### src/rtl/btle_tx_framer_if.sv
// Octet-memory read port between the BLE TX framer (master) and its PDU store (slave).
interface btle_tx_framer_if #(
  parameter int MEM_ADDR_WIDTH = 6
);
  logic                      mem_rd_en;
  logic [MEM_ADDR_WIDTH-1:0] mem_rd_addr;
  logic [7:0]                mem_rd_data;

  modport master (output mem_rd_en, output mem_rd_addr, input mem_rd_data);
  modport slave  (input mem_rd_en, input mem_rd_addr, output mem_rd_data);
endinterface

### src/rtl/btle_tx_framer.sv
// BLE TX bit-stream framer: preamble + AA + whitened PDU + whitened CRC24, LE 1M/2M.
// Optional abort input enabled by defining BTLE_TX_FRAMER_ABORT_EN.
module btle_tx_framer #(
  parameter int         CLK_PER_BIT              = 16,
  parameter int         MAX_PDU_OCTETS           = 64,
  parameter int         MEM_ADDR_WIDTH           = 6,
  parameter logic [7:0] LENGTH_MASK              = 8'hFF,
  parameter int         CRC_STATE_BIT_WIDTH      = 24,
  parameter int         CHANNEL_NUMBER_BIT_WIDTH = 6
) (
  input  logic                                clk,
  input  logic                                rst,
  input  logic                                phy_2m,
  input  logic [7:0]                          preamble,
  input  logic [31:0]                         access_address,
  input  logic [CRC_STATE_BIT_WIDTH-1:0]      crc_state_init,
  input  logic [CHANNEL_NUMBER_BIT_WIDTH-1:0] channel_number,
  input  logic                                tx_start,
`ifdef BTLE_TX_FRAMER_ABORT_EN
  input  logic                                tx_abort,
`endif
  btle_tx_framer_if.master                    mem,
  output logic                                phy_bit,
  output logic                                phy_bit_valid,
  output logic                                phy_bit_valid_last,
  output logic                                busy,
  output logic                                done,
  output logic                                len_err
);
  localparam int CW   = $clog2(CLK_PER_BIT);
  localparam int CRCW = CRC_STATE_BIT_WIDTH;
  localparam int LW   = ((MEM_ADDR_WIDTH > 8) ? MEM_ADDR_WIDTH : 8) + 2;
  localparam logic [CRCW-1:0] CRC_POLY = CRCW'(24'h00065B);
  localparam logic [7:0]      MAX_LEN  = 8'(MAX_PDU_OCTETS - 2);
  localparam logic [5:0]      CRC_LAST = 6'(CRCW - 1);

  typedef enum logic [2:0] {S_IDLE, S_PRE_AA, S_HEADER, S_PAYLOAD, S_CRC, S_DONE} state_t;
  state_t state_q, state_d;

  logic [CW-1:0]             cnt_q, cnt_d, pmax;
  logic [5:0]                bit_cnt_q, bit_cnt_d;
  logic [MEM_ADDR_WIDTH-1:0] oct_idx_q, oct_idx_d, rd_addr_q, rd_addr_d;
  logic [7:0]                len_q, len_d, oct_q, oct_d, nxt_q, nxt_d;
  logic [47:0]               pa_q, pa_d;
  logic [CRCW-1:0]           crc_q, crc_d, crc_step;
  logic [6:0]                w_q, w_d, w_step, w_seed;
  logic                      len_err_q, len_err_d, phy2m_q, phy2m_d, phy_bit_q, phy_bit_d;
  logic                      rd_en_q, rd_en_d, rd_pend_q, rd_pend_d;
  logic                      busy_st, tick, accept, pre_done, oct_end, last_oct, crc_done, cur_bit, fb;
  logic [7:0]                len_raw, len_clamp;
  logic [LW-1:0]             idx_w, len_w;

  assign busy_st   = (state_q != S_IDLE) && (state_q != S_DONE);
  assign pmax      = phy2m_q ? CW'(CLK_PER_BIT/2 - 1) : CW'(CLK_PER_BIT - 1);
  assign tick      = busy_st && (cnt_q == pmax);
  assign accept    = (state_q == S_IDLE) && tx_start;
  assign pre_done  = (state_q == S_PRE_AA) && tick && (bit_cnt_q == (phy2m_q ? 6'd47 : 6'd39));
  assign oct_end   = ((state_q == S_HEADER) || (state_q == S_PAYLOAD)) && tick && (bit_cnt_q == 6'd7);
  assign crc_done  = (state_q == S_CRC) && tick && (bit_cnt_q == CRC_LAST);
  // Length octet sits in nxt_q while octet 0 is on air, so it is clamped on the fly there.
  assign len_raw   = nxt_q & LENGTH_MASK;
  assign len_clamp = (len_raw > MAX_LEN) ? MAX_LEN : len_raw;
  assign idx_w     = LW'(oct_idx_q);
  assign len_w     = LW'((oct_idx_q == '0) ? len_clamp : len_q);
  assign last_oct  = (oct_idx_q != '0) && (idx_w == len_w + LW'(1));

  // CRC24 Galois step on the raw PDU bit; whitening is x^7+x^4+1 with output at position 6.
  assign fb       = oct_q[0] ^ crc_q[CRCW-1];
  assign crc_step = {crc_q[CRCW-2:0], 1'b0} ^ (fb ? CRC_POLY : '0);
  assign w_step   = {w_q[5], w_q[4], w_q[3] ^ w_q[6], w_q[2], w_q[1], w_q[0], w_q[6]};
  assign w_seed   = {channel_number[0], channel_number[1], channel_number[2],
                     channel_number[3], channel_number[4], channel_number[5], 1'b1};

  always_comb begin
    cur_bit = 1'b0;
    case (state_q)
      S_PRE_AA:            cur_bit = pa_q[0];
      S_HEADER, S_PAYLOAD: cur_bit = oct_q[0] ^ w_q[6];
      S_CRC:               cur_bit = crc_q[CRCW-1] ^ w_q[6];
      default:             cur_bit = 1'b0;
    endcase
  end

  always_ff @(posedge clk) begin
    if (rst) state_q <= S_IDLE;
    else     state_q <= state_d;
  end

  always_comb begin
    state_d = state_q;
    case (state_q)
      S_IDLE:    if (tx_start) state_d = S_PRE_AA;
      S_PRE_AA:  if (pre_done) state_d = S_HEADER;
      S_HEADER:  if (oct_end) state_d = last_oct ? S_CRC : ((oct_idx_q == '0) ? S_HEADER : S_PAYLOAD);
      S_PAYLOAD: if (oct_end && last_oct) state_d = S_CRC;
      S_CRC:     if (crc_done) state_d = S_DONE;
      S_DONE:    state_d = S_IDLE;
      default:   state_d = S_IDLE;
    endcase
`ifdef BTLE_TX_FRAMER_ABORT_EN
    if (busy_st && tx_abort) state_d = S_DONE;
`endif
  end

  always_comb begin
    busy               = busy_st;
    done               = (state_q == S_DONE);
    phy_bit_valid      = tick;
    phy_bit_valid_last = crc_done;
    phy_bit            = phy_bit_q;
    len_err            = len_err_q;
  end

  assign mem.mem_rd_en   = rd_en_q;
  assign mem.mem_rd_addr = rd_addr_q;

  always_comb begin
    cnt_d     = cnt_q;
    bit_cnt_d = bit_cnt_q;
    oct_idx_d = oct_idx_q;
    len_d     = len_q;
    len_err_d = len_err_q;
    phy2m_d   = phy2m_q;
    pa_d      = pa_q;
    oct_d     = oct_q;
    nxt_d     = rd_pend_q ? mem.mem_rd_data : nxt_q;
    crc_d     = crc_q;
    w_d       = w_q;
    phy_bit_d = phy_bit_q;
    rd_en_d   = 1'b0;
    rd_addr_d = rd_addr_q;
    rd_pend_d = rd_en_q;
    if (accept) begin
      cnt_d     = '0;
      bit_cnt_d = '0;
      len_err_d = 1'b0;
      phy2m_d   = phy_2m;
      pa_d      = phy_2m ? {access_address, preamble, preamble} : {8'h00, access_address, preamble};
      crc_d     = crc_state_init;
      w_d       = w_seed;
      rd_en_d   = 1'b1;
      rd_addr_d = '0;
    end else if (busy_st) begin
      cnt_d = tick ? '0 : cnt_q + 1'b1;
      // Present the bit one clk ahead of its strobe; it then holds for the whole period.
      if (cnt_q == pmax - 1'b1) phy_bit_d = cur_bit;
      if (tick) begin
        bit_cnt_d = bit_cnt_q + 1'b1;
        case (state_q)
          S_PRE_AA: begin
            pa_d = pa_q >> 1;
            if (pre_done) begin
              bit_cnt_d = '0;
              oct_d     = nxt_q;
              oct_idx_d = '0;
              rd_en_d   = 1'b1;
              rd_addr_d = MEM_ADDR_WIDTH'(1);
            end
          end
          S_HEADER, S_PAYLOAD: begin
            crc_d = crc_step;
            w_d   = w_step;
            oct_d = oct_q >> 1;
            if (oct_end) begin
              bit_cnt_d = '0;
              if (!last_oct) begin
                oct_d     = nxt_q;
                oct_idx_d = oct_idx_q + 1'b1;
                if (oct_idx_q == '0) begin
                  len_d     = len_clamp;
                  len_err_d = len_err_q | (len_raw > MAX_LEN);
                end
                if (idx_w + LW'(2) <= len_w + LW'(1)) begin
                  rd_en_d   = 1'b1;
                  rd_addr_d = MEM_ADDR_WIDTH'(idx_w + LW'(2));
                end
              end
            end
          end
          S_CRC: begin
            crc_d = {crc_q[CRCW-2:0], 1'b0};
            w_d   = w_step;
          end
          default: ;
        endcase
      end
    end else if (state_q == S_DONE) begin
      phy_bit_d = 1'b0;
    end
  end

  always_ff @(posedge clk) begin
    if (rst) begin
      cnt_q     <= '0;
      bit_cnt_q <= '0;
      oct_idx_q <= '0;
      len_q     <= '0;
      len_err_q <= 1'b0;
      phy2m_q   <= 1'b0;
      pa_q      <= '0;
      oct_q     <= '0;
      nxt_q     <= '0;
      crc_q     <= '0;
      w_q       <= '0;
      phy_bit_q <= 1'b0;
      rd_en_q   <= 1'b0;
      rd_addr_q <= '0;
      rd_pend_q <= 1'b0;
    end else begin
      cnt_q     <= cnt_d;
      bit_cnt_q <= bit_cnt_d;
      oct_idx_q <= oct_idx_d;
      len_q     <= len_d;
      len_err_q <= len_err_d;
      phy2m_q   <= phy2m_d;
      pa_q      <= pa_d;
      oct_q     <= oct_d;
      nxt_q     <= nxt_d;
      crc_q     <= crc_d;
      w_q       <= w_d;
      phy_bit_q <= phy_bit_d;
      rd_en_q   <= rd_en_d;
      rd_addr_q <= rd_addr_d;
      rd_pend_q <= rd_pend_d;
    end
  end
endmodule

### src/flat_wrapper.sv
// flat-port wrapper written by rule: the top's interface ports become plain ports
module btle_tx_framer_flat 
#(
  parameter int         CLK_PER_BIT              = 16,
  parameter int         MAX_PDU_OCTETS           = 64,
  parameter int         MEM_ADDR_WIDTH           = 6,
  parameter logic [7:0] LENGTH_MASK              = 8'hFF,
  parameter int         CRC_STATE_BIT_WIDTH      = 24,
  parameter int         CHANNEL_NUMBER_BIT_WIDTH = 6
)
  (clk, rst, phy_2m, preamble, access_address, crc_state_init, channel_number, tx_start, phy_bit, phy_bit_valid, phy_bit_valid_last, busy, done, len_err, mem_mem_rd_en, mem_mem_rd_addr, mem_mem_rd_data);
  btle_tx_framer_if #(.MEM_ADDR_WIDTH(MEM_ADDR_WIDTH)) mem_i ();
  input  logic clk;
  input  logic rst;
  input  logic phy_2m;
  input  logic [7:0] preamble;
  input  logic [31:0] access_address;
  input  logic [CRC_STATE_BIT_WIDTH-1:0] crc_state_init;
  input  logic [CHANNEL_NUMBER_BIT_WIDTH-1:0] channel_number;
  input  logic tx_start;
  output logic phy_bit;
  output logic phy_bit_valid;
  output logic phy_bit_valid_last;
  output logic busy;
  output logic done;
  output logic len_err;
  output wire logic [$bits(mem_i.mem_rd_en)-1:0] mem_mem_rd_en;
  output wire logic [$bits(mem_i.mem_rd_addr)-1:0] mem_mem_rd_addr;
  input wire logic [$bits(mem_i.mem_rd_data)-1:0] mem_mem_rd_data;
  assign mem_mem_rd_en = mem_i.mem_rd_en;
  assign mem_mem_rd_addr = mem_i.mem_rd_addr;
  assign mem_i.mem_rd_data = mem_mem_rd_data;
  btle_tx_framer #(.CLK_PER_BIT(CLK_PER_BIT), .MAX_PDU_OCTETS(MAX_PDU_OCTETS), .MEM_ADDR_WIDTH(MEM_ADDR_WIDTH), .LENGTH_MASK(LENGTH_MASK), .CRC_STATE_BIT_WIDTH(CRC_STATE_BIT_WIDTH), .CHANNEL_NUMBER_BIT_WIDTH(CHANNEL_NUMBER_BIT_WIDTH)) u_core (.clk(clk), .rst(rst), .phy_2m(phy_2m), .preamble(preamble), .access_address(access_address), .crc_state_init(crc_state_init), .channel_number(channel_number), .tx_start(tx_start), .mem(mem_i), .phy_bit(phy_bit), .phy_bit_valid(phy_bit_valid), .phy_bit_valid_last(phy_bit_valid_last), .busy(busy), .done(done), .len_err(len_err));
endmodule
### config.mk
export PLATFORM = sky130hd
export DESIGN_NAME = btle_tx_framer_flat
export DESIGN_NICKNAME = d
export VERILOG_FILES = /design/src/rtl/btle_tx_framer_if.sv /design/src/rtl/btle_tx_framer.sv /design/src/flat_wrapper.sv
export SDC_FILE = /design/constraint.sdc
export NUM_CORES = 1
export LEC_CHECK = 0
export CAP_MARGIN = 25
export CORE_AREA = 5 5 151 95
export CTS_CLUSTER_DIAMETER = 40
export DETAILED_ROUTE_END_ITERATION = 8
export DIE_AREA = 0 0 156 100
export GPL_ROUTABILITY_DRIVEN = 1
export PLACE_DENSITY = 0.91
export SLEW_MARGIN = 20
export SYNTH_ARGS = -nofsm -noshare
export SYNTH_HDL_FRONTEND = slang
export SYNTH_SLANG_ARGS = --single-unit
export TNS_END_PERCENT = 1
### constraint.sdc
create_clock -name clk -period 4.4 [get_ports clk]
set_input_delay 1.1 -clock clk [delete_from_list [all_inputs] [get_ports clk]]
set_output_delay 1.1 -clock clk [all_outputs]
set_load 0.02 [all_outputs]
After elaboration in Yosys (flattened, before gate mapping)
Cells that the tools add are included.
{"block": "op_classes", "eq_ne": 21, "n_lt_le_gt_ge": 2, "reduce_logical": 37, "muxes": 55, "addsub": 6, "bitwise_logic": 8}
{"op": "$mux W48", "n": 5}
{"op": "$mux W24", "n": 3}
{"op": "$mux W6", "n": 9}
{"op": "$pmux W24 S2", "n": 1}
{"op": "$mux W8", "n": 5}
{"op": "$pmux W6 S2", "n": 3}
{"op": "$mux W7", "n": 4}
{"op": "$xor A24 B24 Y24", "n": 1}
{"op": "$reduce_and A7 Y1", "n": 3}
{"op": "$mux W3", "n": 6}
{"op": "$pmux W8 S2", "n": 1}
{"op": "$pmux W3 S5", "n": 1}
{"op": "$add A6 B1 Y6 const B", "n": 2}
{"op": "$mux W4", "n": 3}
{"op": "$reduce_and A3 Y1", "n": 4}
{"op": "$reduce_bool A2 Y1", "n": 6}
{"op": "$logic_and A1 B1 Y1", "n": 11}
{"op": "$mux W1", "n": 11}
{"op": "$mux W11", "n": 1}
{"op": "$add A10 B1 Y10 const B", "n": 1}
{"op": "$eq A6 B10 Y1", "n": 1}
{"op": "$le A10 B10 Y1", "n": 1}
{"op": "$ne A2 B2 Y1 const B", "n": 5}
{"op": "$reduce_and A5 Y1", "n": 2}
{"op": "other kinds (27)", "n": 39}
{"block": "totals", "inputBits": 82, "out_inout_bits": 13, "reg_bits": 133}

Longest topological paths before layout
{"block": "depth", "ltp_word": 12, "depth_mapped": 20, "ltp_nobuf": 18}

Least setup slack after synthesis
No wires, ideal clock.
{"block": "synth_path", "path_kind": "register to register", "startpoint": "register u_core.oct_idx_q[0]", "endpoint": "register u_core.rd_addr_q[5], in the netlist u_core.mem.mem_rd_addr[5]", "arrival_ns": 3.566, "required_ns": 4.274, "period_less_slack_ns": 3.693, "path_slack_ns": 0.707, "path_buffers": 1, "setup_ns": 0.126, "path_stages_with_launch": 20, "cell_sequence": "dfxtp_1 > inv_1 > ha_1 > or3b_4 > nor3_2 > mux2i_1 > inv_1 > ha_1 > clkbuf_1 > nor3b_1 > a21oi_1 > o221a_2 > o21bai_1 > ha_1 > nand3_1 > o221ai_1 > nor2_1 > nand2_1 > nand3_1 > o22ai_1"}
{"block": "synth_between", "elab_chain_len": 7}
{"element": "from (decl)", "line": "btle_tx_framer.sv:42", "rtl": "logic [MEM_ADDR_WIDTH-1:0] oct_idx_q, oct_idx_d, rd_addr_q, rd_addr_d;"}
{"element": "from (signal assigned)", "line": "btle_tx_framer.sv:212", "rtl": "oct_idx_q <= oct_idx_d;"}
{"element": "branches (longest 7 deep; another with $add A10 B1 Y10)"}
{"element": "to (signal assigned)", "line": "btle_tx_framer.sv:223", "rtl": "rd_addr_q <= rd_addr_d;"}
{"element": "to (decl)", "line": "btle_tx_framer.sv:42"}
Several ways; the timed one is not identified. The select of a mux whose other input is x is not followed.
A chain may end at the register's enable or synchronous reset.

Final worst setup path
{"block": "layout_path", "startpoint": "register u_core.oct_idx_q[0]", "endpoint": "register u_core.rd_addr_q[1], in the netlist u_core.mem.mem_rd_addr[1]"}
The elaborated chain is that of the path after synthesis.

==> flow_metrics.env <==
export IMPL_synth_main_ff_cell="dfxtp_1"
export IMPL_clk_pin_slew_worst_paths_ns=0.06
export IMPL_worstRegToRegCells=17
export IMPL_grt_pass1_vias=5590
export IMPL_hold_viol=0
export IMPL_cts_root_buffer="clkbuf_16"
export IMPL_cts_tree="done"
export IMPL_worst_pin_slew_ns=0.901
export IMPL_place_congestion=1.00
export IMPL_numPortBuffers=94
export IMPL_fmax_mhz=247
export IMPL_drive_gt1_share_pct=8.15
export IMPL_max_stage_delay_ns=0.47
export IMPL_grt_start_max_net_pins=109
export IMPL_antenna_found_initial=0
export IMPL_syn_cell_area_sq_um=6920
export IMPL_nNetsFinal=942
export IMPL_antenna_left=0
export IMPL_die_area_sq_um=15600
export IMPL_post_place_ws_ns=0.312
export IMPL_period_share_pct=92.1
export IMPL_fillers=960
export IMPL_power_leakage_uw=0.00287
export IMPL_max_cap_viol_count=0
export IMPL_path_class="flip-flop to flip-flop"
export IMPL_slowest_stage="nor4b_1"
export IMPL_cp_cell_sequence="inv_1 > ha_1 > nor4b_1 > nand2_2 > o21ai_0 > ha_2 > nor3b_1 > a21oi_1 > o221a_2 > o21bai_1 > ha_1 > nand3_1 > o221ai_1 > nor2_1 > nand2_1 > nand3_1 > o22ai_1"
export IMPL_synth_cells=783
export IMPL_powerDensity_nw_per_um2=356
export IMPL_timing_final_ws_setup_ns=0.349
export IMPL_drv_slew=0
export IMPL_ys_seq_area_share_pct=38.5
export IMPL_first_pass_iters=5
export IMPL_routed_wl_um=17800
export IMPL_relSlewSlack_pct=39.7
export IMPL_coreArea_sq_um=12700
export IMPL_critPathMaxFanout=11
export IMPL_layout_common_cells="dfxtp_1 (133), a211oi_1 (109), clkdlybuf4s50_1 (92)"
export IMPL_diodes=0
export IMPL_syn_nets=879
export IMPL_initial_core_util_pct=54.5
export IMPL_synth_seq_cells=133
export IMPL_gr_usage_all_layers_pct=22.7
export IMPL_crit_arrival_ns=4.38
export IMPL_ys_types=59
export IMPL_fin_worst_skew_ns=0.0109
export IMPL_drtIter0Drc=655
export IMPL_setup_viol=0
export IMPL_vias_per_cell=5.99
export IMPL_hold_class="flip-flop to flip-flop"
export IMPL_finalCriticalPeriod_ns=4.05
export IMPL_via_count=6161
export IMPL_io_pins=95
export IMPL_synth_edf_count=0
export IMPL_setup_tns_ns=0
export IMPL_fin_cells=1029
export IMPL_cp_start_kind="flip-flop"
export IMPL_synthArstFlopShare_pct=0
export IMPL_wl_met2_um=7260
export IMPL_routedWlPerCell_um=17.3
export IMPL_wl_met1_um=8680
export IMPL_final_common_cell="dfxtp_1"
export IMPL_clock_sinks=133
export IMPL_htree_levels=4
export IMPL_num_rows=32
export IMPL_clkLatencyLatePin_ns=0.41
export IMPL_die_w_um=156
export IMPL_status="finished, final reports clean"
export IMPL_dpl_cell_count=997
export IMPL_die_h_um=100
export IMPL_drcViolationCount=0
export IMPL_worstPathRequired_ns=4.72
export IMPL_cts_setup_buffers=0
export IMPL_rsz0062_at_grt="false"
export IMPL_syn_area_per_cell_sq_um=8.84
export IMPL_cp_end_kind="flip-flop"
export IMPL_holdPathStages=2
export IMPL_dpl_hpwl_um=12400
export IMPL_syn2layout_area_growth_pct=23.3
export IMPL_grt_pass1_wl_um=28900
export IMPL_overflow=0
export IMPL_yosysWarnings=0
export IMPL_fin_util_pct=67.2
export IMPL_met3WireLength_um=1580
export IMPL_vdd_ir_drop_max_v=0.000282
export IMPL_cts_buffers=17
export IMPL_cts_buffer_depth=2
export IMPL_top_layer="met4"
## worst paths after layout
kind | from | to | slack [ns]
worst min register to register | u_core.mem.mem_rd_addr[5]$_SDFFE_PP0P_ | u_core.mem.mem_rd_addr[5]$_SDFFE_PP0P_ | 0.47
worst max-delay path | u_core.oct_idx_q[0]$_SDFFE_PP0P_ | u_core.mem.mem_rd_addr[1]$_SDFFE_PP0P_ | 0.35
worst min-delay path | u_core.mem.mem_rd_addr[5]$_SDFFE_PP0P_ | u_core.mem.mem_rd_addr[5]$_SDFFE_PP0P_ | 0.47
worst max register to register | u_core.oct_idx_q[0]$_SDFFE_PP0P_ | u_core.mem.mem_rd_addr[1]$_SDFFE_PP0P_ | 0.35
## flip-flops by register name, indices dropped and copies added, names as in the netlist, 3 cells and up
name	count
u_core.len_q	8
u_core.oct_q	8
u_core.len_raw	8
u_core.mem.mem_rd_addr	6
u_core.w_q	7
u_core.pa_q	48
u_core.state_q	3
u_core.oct_idx_q	6
u_core.crc_q	24
u_core.cnt_q	4
u_core.bit_cnt_q	6
## final cells by class
type                       instances  area (sq um)  share of cell area, %
timing repair buffer             104          1030                   12.1
tap                              170           213                   2.49
clock inverter                    15           155                   1.82
sequential                       133          2660                   31.2
inverter                          13          48.8                  0.572
clock buffer                      17           425                   4.99
multi-input combinational        577          3990                   46.8
## synth_stat cells, drive strengths merged (6+ instances only)
master | count | area, sq um
o21ai | 11 | 55.1
ha | 14 | 175
a211oi | 109 | 818
inv | 12 | 45.0
nor3 | 13 | 75.1
nand2 | 50 | 188
buf | 16 | 80.1
a21oi | 33 | 169
clkbuf | 44 | 165
nor2 | 91 | 342
mux2i | 81 | 811
o211ai | 7 | 52.6
nand4 | 6 | 43.8
nand3 | 17 | 85.1
xnor2 | 17 | 149
nor2b | 36 | 225
xor2 | 11 | 96.3
o221a | 8 | 90.1
dfxtp | 133 | 2660
## layer usage
layer,global-route usage [%],vias to the layer above
met1,34.6,2877
met3,7.28,27
met2,30.9,253
met4,4.98,0
li1,-,3004
met5,0,-
## per-stage QoR
stage,hold WS [ns],instance area (sq um),total power (uW)
after floorplan,0.463,6920,1520
after global placement,0.455,7920,1650
after detailed placement,0.470,7940,1660
after CTS,0.478,8520,3040
after global routing,0.502,8530,3150
final,0.473,8530,3030
## cell families (layout without fill, tap and decap cells)
family	after synthesis	after routing	share of synthesized area, %
xor gates and xnor gates	28	28	3.54
buffers and inverters	73	149	4.25
and+or+nand+nor	255	255	18.7
AOI/OAI and AO/OA	197	197	20.5
adders and majority gates	14	14	2.53
DFF	133	133	38.5
muxes	83	83	12.0
## what timing repair did
action,4_1_cts,5_1_grt
setup endpoints to repair,0,7
hold buffers,0,0
hold endpoints to repair,0,0
gates resized for setup,0,2
## critical path, delay by kind of cell, from the launching register on
kind                     cells  cell delay, ns
buffers and inverters        1            0.15
AND/OR/NAND/NOR              7            1.39
flip-flops                   1            0.33
adder cells (fa/ha/maj)      3            0.88
AO/OA/AOI/OAI                6            1.21
## power breakdown
group	switching, uW	internal [uW]
sequential	43.0	1270
clock	556	837
combinational	165	164
total	764	2270
No activity file was read; power rests on OpenSTA's default activity.
